===== src/rtl/jpeg_hdmi_pkg.sv =====
// Shared types and geometry helpers for the HDMI capture front end.
package jpeg_hdmi_pkg;

  typedef enum logic [1:0] {
    IDLE    = 2'd0,
    WAIT_VS = 2'd1,
    ACTIVE  = 2'd2,
    RESYNC  = 2'd3
  } state_t;

  localparam int BLOCK_SIZE = 8;

  function automatic int beats_per_line(input int x_res, input int n);
    return x_res / n;
  endfunction

  function automatic int blocks_per_stripe(input int x_res);
    return x_res / BLOCK_SIZE;
  endfunction

endpackage


===== src/rtl/stripe_tracker.sv =====
// Tracks stripes held in the ping-pong buffer against blocks drained by the
// converter; flags overrun and signals frame completion.
module stripe_tracker
  import jpeg_hdmi_pkg::*;
#(
  parameter int BLOCKS = 270
) (
  input  logic        clk,
  input  logic        rst_n,
  input  logic        stripe_wr,
  input  logic        last_stripe,
  input  logic        blk_eob,
  output logic        overrun,
  output logic        frame_done,
  output logic [15:0] frame_cnt
);

  localparam int EW = $clog2(BLOCKS + 1);
  localparam logic [EW-1:0] EOB_LAST = EW'(BLOCKS - 1);

  logic [EW-1:0] eob_cnt;
  logic [1:0]    outstanding;
  logic          last_pending;
  logic          dec;
  logic          inc;
  logic          done_ev;

  // Drain/fill events; an overrunning stripe is never counted as held.
  always_comb begin
    dec     = blk_eob && (eob_cnt == EOB_LAST);
    overrun = stripe_wr && (outstanding == 2'd1) && !dec;
    inc     = stripe_wr && !overrun;
    done_ev = dec && !inc && (outstanding == 2'd1) && last_pending;
  end

  // Occupancy, block counting and frame completion state.
  always_ff @(posedge clk or negedge rst_n) begin
    if (!rst_n) begin
      eob_cnt      <= '0;
      outstanding  <= 2'd0;
      last_pending <= 1'b0;
      frame_done   <= 1'b0;
      frame_cnt    <= 16'd0;
    end else begin
      if (blk_eob) begin
        eob_cnt <= dec ? '0 : eob_cnt + 1'b1;
      end
      if (inc && !dec) begin
        outstanding <= outstanding + 2'd1;
      end else if (dec && !inc && (outstanding != 2'd0)) begin
        outstanding <= outstanding - 2'd1;
      end
      last_pending <= (last_pending && !done_ev) || (inc && last_stripe);
      frame_done   <= done_ev;
      if (done_ev) begin
        frame_cnt <= frame_cnt + 16'd1;
      end
    end
  end

endmodule


===== src/rtl/hdmi_stream_ctrl.sv =====
// Frame/stripe sequencer: locks to HDMI syncs, checks geometry and gates
// beats into the line-buffer converter.
module hdmi_stream_ctrl
  import jpeg_hdmi_pkg::*;
#(
  parameter int N     = 2,
  parameter int X_RES = 2160,
  parameter int Y_RES = 1200
) (
  input  logic                                   clk,
  input  logic                                   rst_n,
  input  logic                                   en,
  input  logic                                   err_clr,
  input  logic                                   hdmi_v_sync,
  input  logic                                   hdmi_h_sync,
  input  logic                                   hdmi_data_valid,
  input  logic                                   blk_eob,
  output logic                                   cvt_v_sync,
  output logic                                   cvt_data_valid,
  output logic                                   frame_active,
  output logic                                   frame_done,
  output logic [15:0]                            frame_cnt,
  output logic [$clog2(Y_RES/BLOCK_SIZE)-1:0]    stripe_idx,
  output logic                                   err_line_len,
  output logic                                   err_frame_len,
  output logic                                   err_overrun
);

  localparam int BEATS   = beats_per_line(X_RES, N);
  localparam int BLOCKS  = blocks_per_stripe(X_RES);
  localparam int STRIPES = Y_RES / BLOCK_SIZE;
  localparam int PW      = $clog2(BEATS + 1);
  localparam int LW      = $clog2(Y_RES);
  localparam int SW      = $clog2(STRIPES);
  localparam int BW      = $clog2(BLOCK_SIZE);

  localparam logic [PW-1:0] PIX_FULL    = PW'(BEATS);
  localparam logic [PW-1:0] PIX_LAST    = PW'(BEATS - 1);
  localparam logic [LW-1:0] LINE_LAST   = LW'(Y_RES - 1);
  localparam logic [BW-1:0] ROW_LAST    = BW'(BLOCK_SIZE - 1);
  localparam logic [SW-1:0] STRIPE_LAST = SW'(STRIPES - 1);

  state_t        state;
  logic [PW-1:0] pix_cnt;
  logic [LW-1:0] line_cnt;
  logic          beat_ok;
  logic          line_end;
  logic          stripe_wr;
  logic          frame_end;
  logic          overrun;
  logic          line_err;
  logic          frame_err;

  assign frame_active = (state == ACTIVE);

  // Zero-latency beat gating and geometry events from the current counters.
  always_comb begin
    cvt_data_valid = hdmi_data_valid && (state == ACTIVE) && (pix_cnt < PIX_FULL);
    cvt_v_sync     = hdmi_v_sync && (((state == WAIT_VS) && en) || (state == ACTIVE) ||
                                     ((state == RESYNC) && en));
    beat_ok        = cvt_data_valid && !hdmi_v_sync && !hdmi_h_sync;
    line_end       = beat_ok && (pix_cnt == PIX_LAST);
    stripe_wr      = line_end && (line_cnt[BW-1:0] == ROW_LAST);
    frame_end      = line_end && (line_cnt == LINE_LAST);
    frame_err      = (state == ACTIVE) && hdmi_v_sync;
    line_err       = (state == ACTIVE) && !hdmi_v_sync &&
                     ((hdmi_h_sync && (pix_cnt != '0) && (pix_cnt != PIX_FULL)) ||
                      (!hdmi_h_sync && hdmi_data_valid && (pix_cnt == PIX_FULL)));
  end

  // Sequencer state, line geometry counters and sticky error flags.
  always_ff @(posedge clk or negedge rst_n) begin
    if (!rst_n) begin
      state         <= IDLE;
      pix_cnt       <= '0;
      line_cnt      <= '0;
      stripe_idx    <= '0;
      err_line_len  <= 1'b0;
      err_frame_len <= 1'b0;
      err_overrun   <= 1'b0;
    end else begin
      err_line_len  <= line_err  || (err_line_len  && !err_clr);
      err_frame_len <= frame_err || (err_frame_len && !err_clr);
      err_overrun   <= overrun   || (err_overrun   && !err_clr);
      case (state)
        IDLE: begin
          if (en) begin
            state <= WAIT_VS;
          end
        end
        WAIT_VS: begin
          if (!en) begin
            state <= IDLE;
          end else if (hdmi_v_sync) begin
            state      <= ACTIVE;
            pix_cnt    <= '0;
            line_cnt   <= '0;
            stripe_idx <= '0;
          end
        end
        ACTIVE: begin
          if (hdmi_v_sync) begin
            // Early v_sync: accept the new frame from its first line.
            pix_cnt    <= '0;
            line_cnt   <= '0;
            stripe_idx <= '0;
          end else if (hdmi_h_sync) begin
            if (line_err) begin
              state <= RESYNC;
            end else begin
              pix_cnt <= '0;
              if (pix_cnt != '0) begin
                line_cnt <= line_cnt + 1'b1;
              end
            end
          end else if (beat_ok) begin
            pix_cnt <= pix_cnt + 1'b1;
            if (stripe_wr) begin
              stripe_idx <= (stripe_idx == STRIPE_LAST) ? '0 : stripe_idx + 1'b1;
            end
            if (overrun) begin
              state <= RESYNC;
            end else if (frame_end) begin
              state <= WAIT_VS;
            end
          end
        end
        RESYNC: begin
          if (hdmi_v_sync) begin
            state      <= en ? ACTIVE : IDLE;
            pix_cnt    <= '0;
            line_cnt   <= '0;
            stripe_idx <= '0;
          end
        end
        default: state <= IDLE;
      endcase
    end
  end

  stripe_tracker #(
    .BLOCKS(BLOCKS)
  ) u_stripe_tracker (
    .clk        (clk),
    .rst_n      (rst_n),
    .stripe_wr  (stripe_wr),
    .last_stripe(frame_end),
    .blk_eob    (blk_eob),
    .overrun    (overrun),
    .frame_done (frame_done),
    .frame_cnt  (frame_cnt)
  );

endmodule


===== config.mk =====
export PLATFORM = sky130hd
export DESIGN_NAME = hdmi_stream_ctrl
export DESIGN_NICKNAME = d
export VERILOG_FILES = /design/src/rtl/jpeg_hdmi_pkg.sv /design/src/rtl/stripe_tracker.sv /design/src/rtl/hdmi_stream_ctrl.sv
export SDC_FILE = /design/constraint.sdc
export NUM_CORES = 1
export LEC_CHECK = 0
export CAP_MARGIN = 20
export CELL_PAD_IN_SITES_DETAIL_PLACEMENT = 0
export CELL_PAD_IN_SITES_GLOBAL_PLACEMENT = 1
export CORE_ASPECT_RATIO = 1.1
export CORE_MARGIN = 2
export CORE_UTILIZATION = 39
export DETAILED_ROUTE_END_ITERATION = 12
export GPL_TIMING_DRIVEN = 0
export PLACE_DENSITY_LB_ADDON = 0.1
export SLEW_MARGIN = 0
export SYNTH_ARGS = -nofsm -noshare
export SYNTH_HDL_FRONTEND = slang
export SYNTH_SLANG_ARGS = --single-unit

===== constraint.sdc =====
create_clock -name clk -period 2.4 [get_ports clk]
set_clock_uncertainty 0.15 [all_clocks]
set_input_delay 0.48 -clock clk [delete_from_list [all_inputs] [get_ports clk]]
set_output_delay 0.48 -clock clk [all_outputs]
set_load 0.1 [all_outputs]

# Word-level counts from Yosys, hierarchy flattened
# Index checks and enable logic that the tools add are counted.
[word_totals] regBits=64 input_bits=8 out_inout_bits=31
[op_classes] add_sub_neg=7 order_cmp=1 eq_ne=27 muxes=37 reduce_logical=54
[ops] op="2-to-1 mux 11 bit" n=12
[ops] op="case mux 11 bit (3 select lines)" n=2
[ops] op="2-to-1 mux 8 bit" n=7
[ops] op="== test 11 bit (second input constant)" n=3
[ops] op="logical AND 1 bit" n=31
[ops] op="2-to-1 mux 2 bit" n=13
[ops] op="case mux 8 bit (3 select lines)" n=1
[ops] op="adder 11 x 1 -> 11 bit (second input constant)" n=2
[ops] op="adder 16 x 1 -> 16 bit (second input constant)" n=1
[ops] op="inequality test 3 x 2 -> 1 bit (second input constant)" n=5
[ops] op="inequality test 3 bit (second input constant)" n=4
[ops] op="less-than comparator 11 bit (second input constant)" n=1
[ops] op="inequality test 11 bit (second input constant)" n=1
[ops] op="nonzero test 11 bit" n=1
[ops] op="AND reduction 5 bit" n=2
[ops] op="adder 9 x 1 -> 9 bit (second input constant)" n=1
[ops] op="== test 9 bit (second input constant)" n=1
[ops] op="2-to-1 mux 9 bit" n=1
[ops] op="adder 8 x 1 -> 8 bit (second input constant)" n=1
[ops] op="== test 8 bit (second input constant)" n=1
[ops] op="inequality test 2 bit (second input constant)" n=4
[ops] op="case mux 2 bit (4 select lines)" n=1
[ops] op="logical NOT 1 bit" n=7
[ops] op="logical OR 1 bit" n=7
[ops] op="13 further kinds" n=16

# Longest topological paths before layout
[logic_depth] word_depth=18 mapped_depth=9 mapped_depth_nobuf=7

# Modules after synthesis
# A second synthesis with hierarchy kept.
[hier_totals] cells_unflattened=390 area_unflattened_um2=3793.6
[modules_own_cells] mod="hdmi_stream_ctrl" instances=1 cells_each=257 area_per_inst_um2=2299.7
[modules_own_cells] mod="stripe_tracker" instances=1 cells_each=133 area_per_inst_um2=1493.9

# Worst setup path after synthesis
# No wires, ideal clock.
[synth_timing] path_kind="flip-flop to output port" from="register state[0]" to="output cvt_v_sync" t_arrival_ps=2888 required_ps=1770 slack_ps=-1118 path_stages_with_launch=4 path_buffers=1 path_cell_list="dfrtp_1 > clkbuf_1 > nand2b_1 > a21boi_0"
[synth_between] elab_chain_cells=5
[synth_rtl] element="start: declaration" line="hdmi_stream_ctrl.sv:43" text="state_t state;"
[synth_rtl] element="start signal: assignment" line="hdmi_stream_ctrl.sv:130" text="state <= en ? ACTIVE : IDLE;"
[synth_rtl] element="== test 2 x 1 -> 1 bit" line="hdmi_stream_ctrl.sv:59" text="cvt_v_sync = hdmi_v_sync && (((state == WAIT_VS) && en) || (state == ACTIVE) ||"
[synth_rtl] element="logical AND 1 bit" line="hdmi_stream_ctrl.sv:59"
[synth_rtl] element="logical OR 1 bit" line="hdmi_stream_ctrl.sv:59"
[synth_rtl] element="logical OR 1 bit (*)" line="hdmi_stream_ctrl.sv:59"
[synth_rtl] element="logical AND 1 bit (*)" line="hdmi_stream_ctrl.sv:59"
[synth_rtl] element="end: declaration" line="hdmi_stream_ctrl.sv:18" text="output logic cvt_v_sync,"
# Every way passes the cells marked *; elsewhere a longest branch is shown, timed or not.

# Final worst setup path
[layout_timing] from="register pix_cnt[9]" to="output cvt_data_valid"
[layout_between] elab_chain_cells=2
[layout_rtl] element="start: declaration" line="hdmi_stream_ctrl.sv:44" text="logic [PW-1:0] pix_cnt;"
[layout_rtl] element="start signal: assignment" line="hdmi_stream_ctrl.sv:117" text="pix_cnt <= pix_cnt + 1'b1;"
[layout_rtl] element="less-than comparator 11 bit" line="hdmi_stream_ctrl.sv:58" text="cvt_data_valid = hdmi_data_valid && (state == ACTIVE) && (pix_cnt < PIX_FULL);"
[layout_rtl] element="logical AND 1 bit" line="hdmi_stream_ctrl.sv:58"
[layout_rtl] element="end: declaration" line="hdmi_stream_ctrl.sv:19" text="output logic cvt_data_valid,"
# No other way between the ends.

==> flow_metrics.env <==
export IMPL_slowest_delay_ps=600
export IMPL_synthCells=369
export IMPL_dp_hpwl_mm=5.70
export IMPL_synthFlopType="dfrtp_1"
export IMPL_peakVddDrop_uv=358
export IMPL_end_kind="output port"
export IMPL_ys_seq_elements=64
export IMPL_die_area_sq_um=9850
export IMPL_multi_input_area_sq_um=2050
export IMPL_grt_antenna_before_repair=1
export IMPL_setup_ws_ps=-104
export IMPL_worstPathCellList="or4_4 > o21ai_4 > and3_4 > buf_12"
export IMPL_cts_sinks=64
export IMPL_power_density_nw_per_um2=835
export IMPL_drive_gt1_frac=0.242
export IMPL_grt_use_total=0.190
export IMPL_grt_pass1_vias=3020
export IMPL_gr_total_overflow=0
export IMPL_grt_pass1_wl_mm=14.9
export IMPL_timing_max_cap_violations=0
export IMPL_regArea_sq_um=1610
export IMPL_worstMarginPinSlew_ps=971
export IMPL_rows=36
export IMPL_synthDistinctLibCells=53
export IMPL_finalWirelength_mm=8.59
export IMPL_dr_total_vias=3148
export IMPL_post_route_cell_area_sq_um=4770
export IMPL_initial_core_util=0.401
export IMPL_slew_violations=0
export IMPL_syn_nets=388
export IMPL_firstDrtPassIters=4
export IMPL_fin_setup_tns_ps=-646
export IMPL_fp_dieW_microns=94.8
export IMPL_netlist_area_sq_um=3540
export IMPL_numCtsBuffers=9
export IMPL_grt_max_degree=65
export IMPL_io_buffers=37
export IMPL_period_share=1.04
export IMPL_clockBufferDepth=2
export IMPL_synth_top_area_cell="dfrtp_1"
export IMPL_yosysSeqAreaShare=0.453
export IMPL_setup_viol=10
export IMPL_slew_headroom=0.355
export IMPL_finalNetCount=460
export IMPL_status="finished, violations left"
export IMPL_ant_nets=0
export IMPL_worstPathRequired_ps=1770
export IMPL_min_path_type="input pin to asynchronous set/reset pin"
export IMPL_start_kind="register"
export IMPL_tritoncts="yes"
export IMPL_htreeDepth=3
export IMPL_wire_per_inst_microns=15.3
export IMPL_drc=0
export IMPL_yosysWarnings=0
export IMPL_globalplace_congestion=0.743
export IMPL_insertedDiodeCount=0
export IMPL_placed_area_sq_um=4130
export IMPL_clk_pin_slew_ps=70
export IMPL_synth_common_cells="dfrtp_1, o21ai_0, nand2_1"
export IMPL_min_period_ps=2500
export IMPL_yosys_top_cells_area="dfrtp_1, o21ai_0, o31ai_1"
export IMPL_ios=39
export IMPL_max_freq_mhz=399
export IMPL_power_mw=3.98
export IMPL_die_h_microns=104
export IMPL_cts_root_buf="clkbuf_8"
export IMPL_initialDrtViolationCount=126
export IMPL_synth_top_area_frac=0.453
export IMPL_synth_area_per_cell_sq_um=9.59
export IMPL_fillerInstances=849
export IMPL_cp_max_fo=6
export IMPL_p_leak_nw=2.15
export IMPL_critPathArrivalTime_ps=1870
export IMPL_insertion_delay_ps=360
export IMPL_core_sq_um=8830
export IMPL_area_growth_pct=34.8
export IMPL_synthArstFlopShare=1.00
export IMPL_synth_most_common_cell="dfrtp_1"
export IMPL_worstSetupPathType="register to output port"
export IMPL_rsz0062_at_grt="true"
export IMPL_hold_viol_final=0
export IMPL_violations="negative setup slack"
export IMPL_synth_edf_count=0
export IMPL_vias_per_cell=5.62
export IMPL_slowest_stage="or4_4"
==> critical path, delay by kind of cell, from the launching register on <==
family	cells	cell delay, ps
AOI/OAI and AO/OA	1	150
DFF	1	390
buffers and inverters	1	170
and+or+nand+nor	2	800
==> metrics by stage <==
stage / utilization / setup slack [ps] / std cells / hold slack [ps]
3_3_place_gp: 0.468 / -1870 / 520 / 308
3_5_place_dp: 0.468 / -1030 / 520 / 323
6_report: 0.540 / -104 / 560 / 65.3
4_1_cts: 0.522 / -214 / 552 / 97.1
5_1_grt: 0.540 / -198 / 560 / 129
2_1_floorplan: - / -26.9 / 369 / 34.4
==> path summary, 6_finish.rpt <==
kind / start / end / slack [ps] / depth (start not counted)
min in group clk: u_stripe_tracker.frame_cnt[15] / u_stripe_tracker.frame_cnt[15] / 320 / 1
max reg2reg: pix_cnt[5] / line_cnt[5] / -80 / 7
min: rst_n / u_stripe_tracker.frame_cnt[8] / 70 / 1
max in group asynchronous: rst_n / pix_cnt[10] / 1440 / 1
max: pix_cnt[9] / cvt_data_valid / -100 / 4
min reg2reg: u_stripe_tracker.frame_cnt[15] / u_stripe_tracker.frame_cnt[15] / 320 / 1
==> sequential cells by signal (all words and copies together) (netlist names), 2 cells and up <==
name,cells
u_stripe_tracker.frame_cnt,16
line_cnt,11
pix_cnt,11
u_stripe_tracker.eob_cnt,9
stripe_idx,8
state,2
u_stripe_tracker.outstanding,2
==> layer usage <==
layer	track usage	wire length, microns	vias to the layer above
met5	0	11	-
met4	0.0745	173	2
met3	0.0435	348	15
met2	0.283	3940	67
met1	0.269	4110	1538
li1	-	-	1526
==> placed cells by master, fill, tap and decap left out, types with 3 or more instances in the layout <==
cell type and instances:
dfrtp_1 55, dlygate4sd2_1 29, nand2_1 26, buf_4 24, o21ai_0 23, nand3_1 22
nand4_1 17, nor2_1 16, xnor2_1 16, inv_1 15, o31ai_1 14, and3_1 12
clkbuf_8 12, a21oi_1 12, ha_1 10, dfrtp_2 9, or4_1 8, o21ai_2 8
nand2b_1 7, buf_6 7, and4_1 5, xor2_1 5, o31ai_2 5, or4_4 4
nor2b_1 4, nand4b_1 4, a21o_1 4, clkbuf_1 3, mux2_2 3, nor3_1 3
o21ai_1 3, bufinv_16 3
==> kinds of logic (layout without fill, tap and decap cells) <==
kind of cell	count (synthesis)	after routing	synth area share
flip-flops	64	64	0.453
AO/OA/AOI/OAI	95	95	0.175
multiplexers	3	3	0.00955
AND/OR/NAND/NOR	146	146	0.237
adder cells (fa/ha/maj)	11	11	0.0389
buffers and inverters	29	106	0.0347
XOR/XNOR	21	21	0.0520
==> report_power, final <==
group / switching, mW / internal [mW] / total, mW
registers: 0.114 / 1.18 / 1.29
logic: 0.964 / 0.554 / 1.52
clock network: 0.450 / 0.723 / 1.17
total: 1.53 / 2.45 / 3.98
==> what timing repair did <==
item,CTS,global route
hold buffers,0,0
pin swaps,14,22
gates resized for setup,94,22
gates cloned,2,0
endpoints found under the setup margin,82,52
setup buffers,14,9
==> layout make-up <==
cell class              instances  share of cell area
flip-flops and latches         64               0.338
repair buffers                 63               0.116
multi-input cells             276               0.430
well taps                     114              0.0299
clock inverters                 6              0.0241
inverters                      16              0.0134
clock buffers                  10              0.0289
plain buffers                  11              0.0197
No activity file was read; power rests on OpenSTA's default activity.
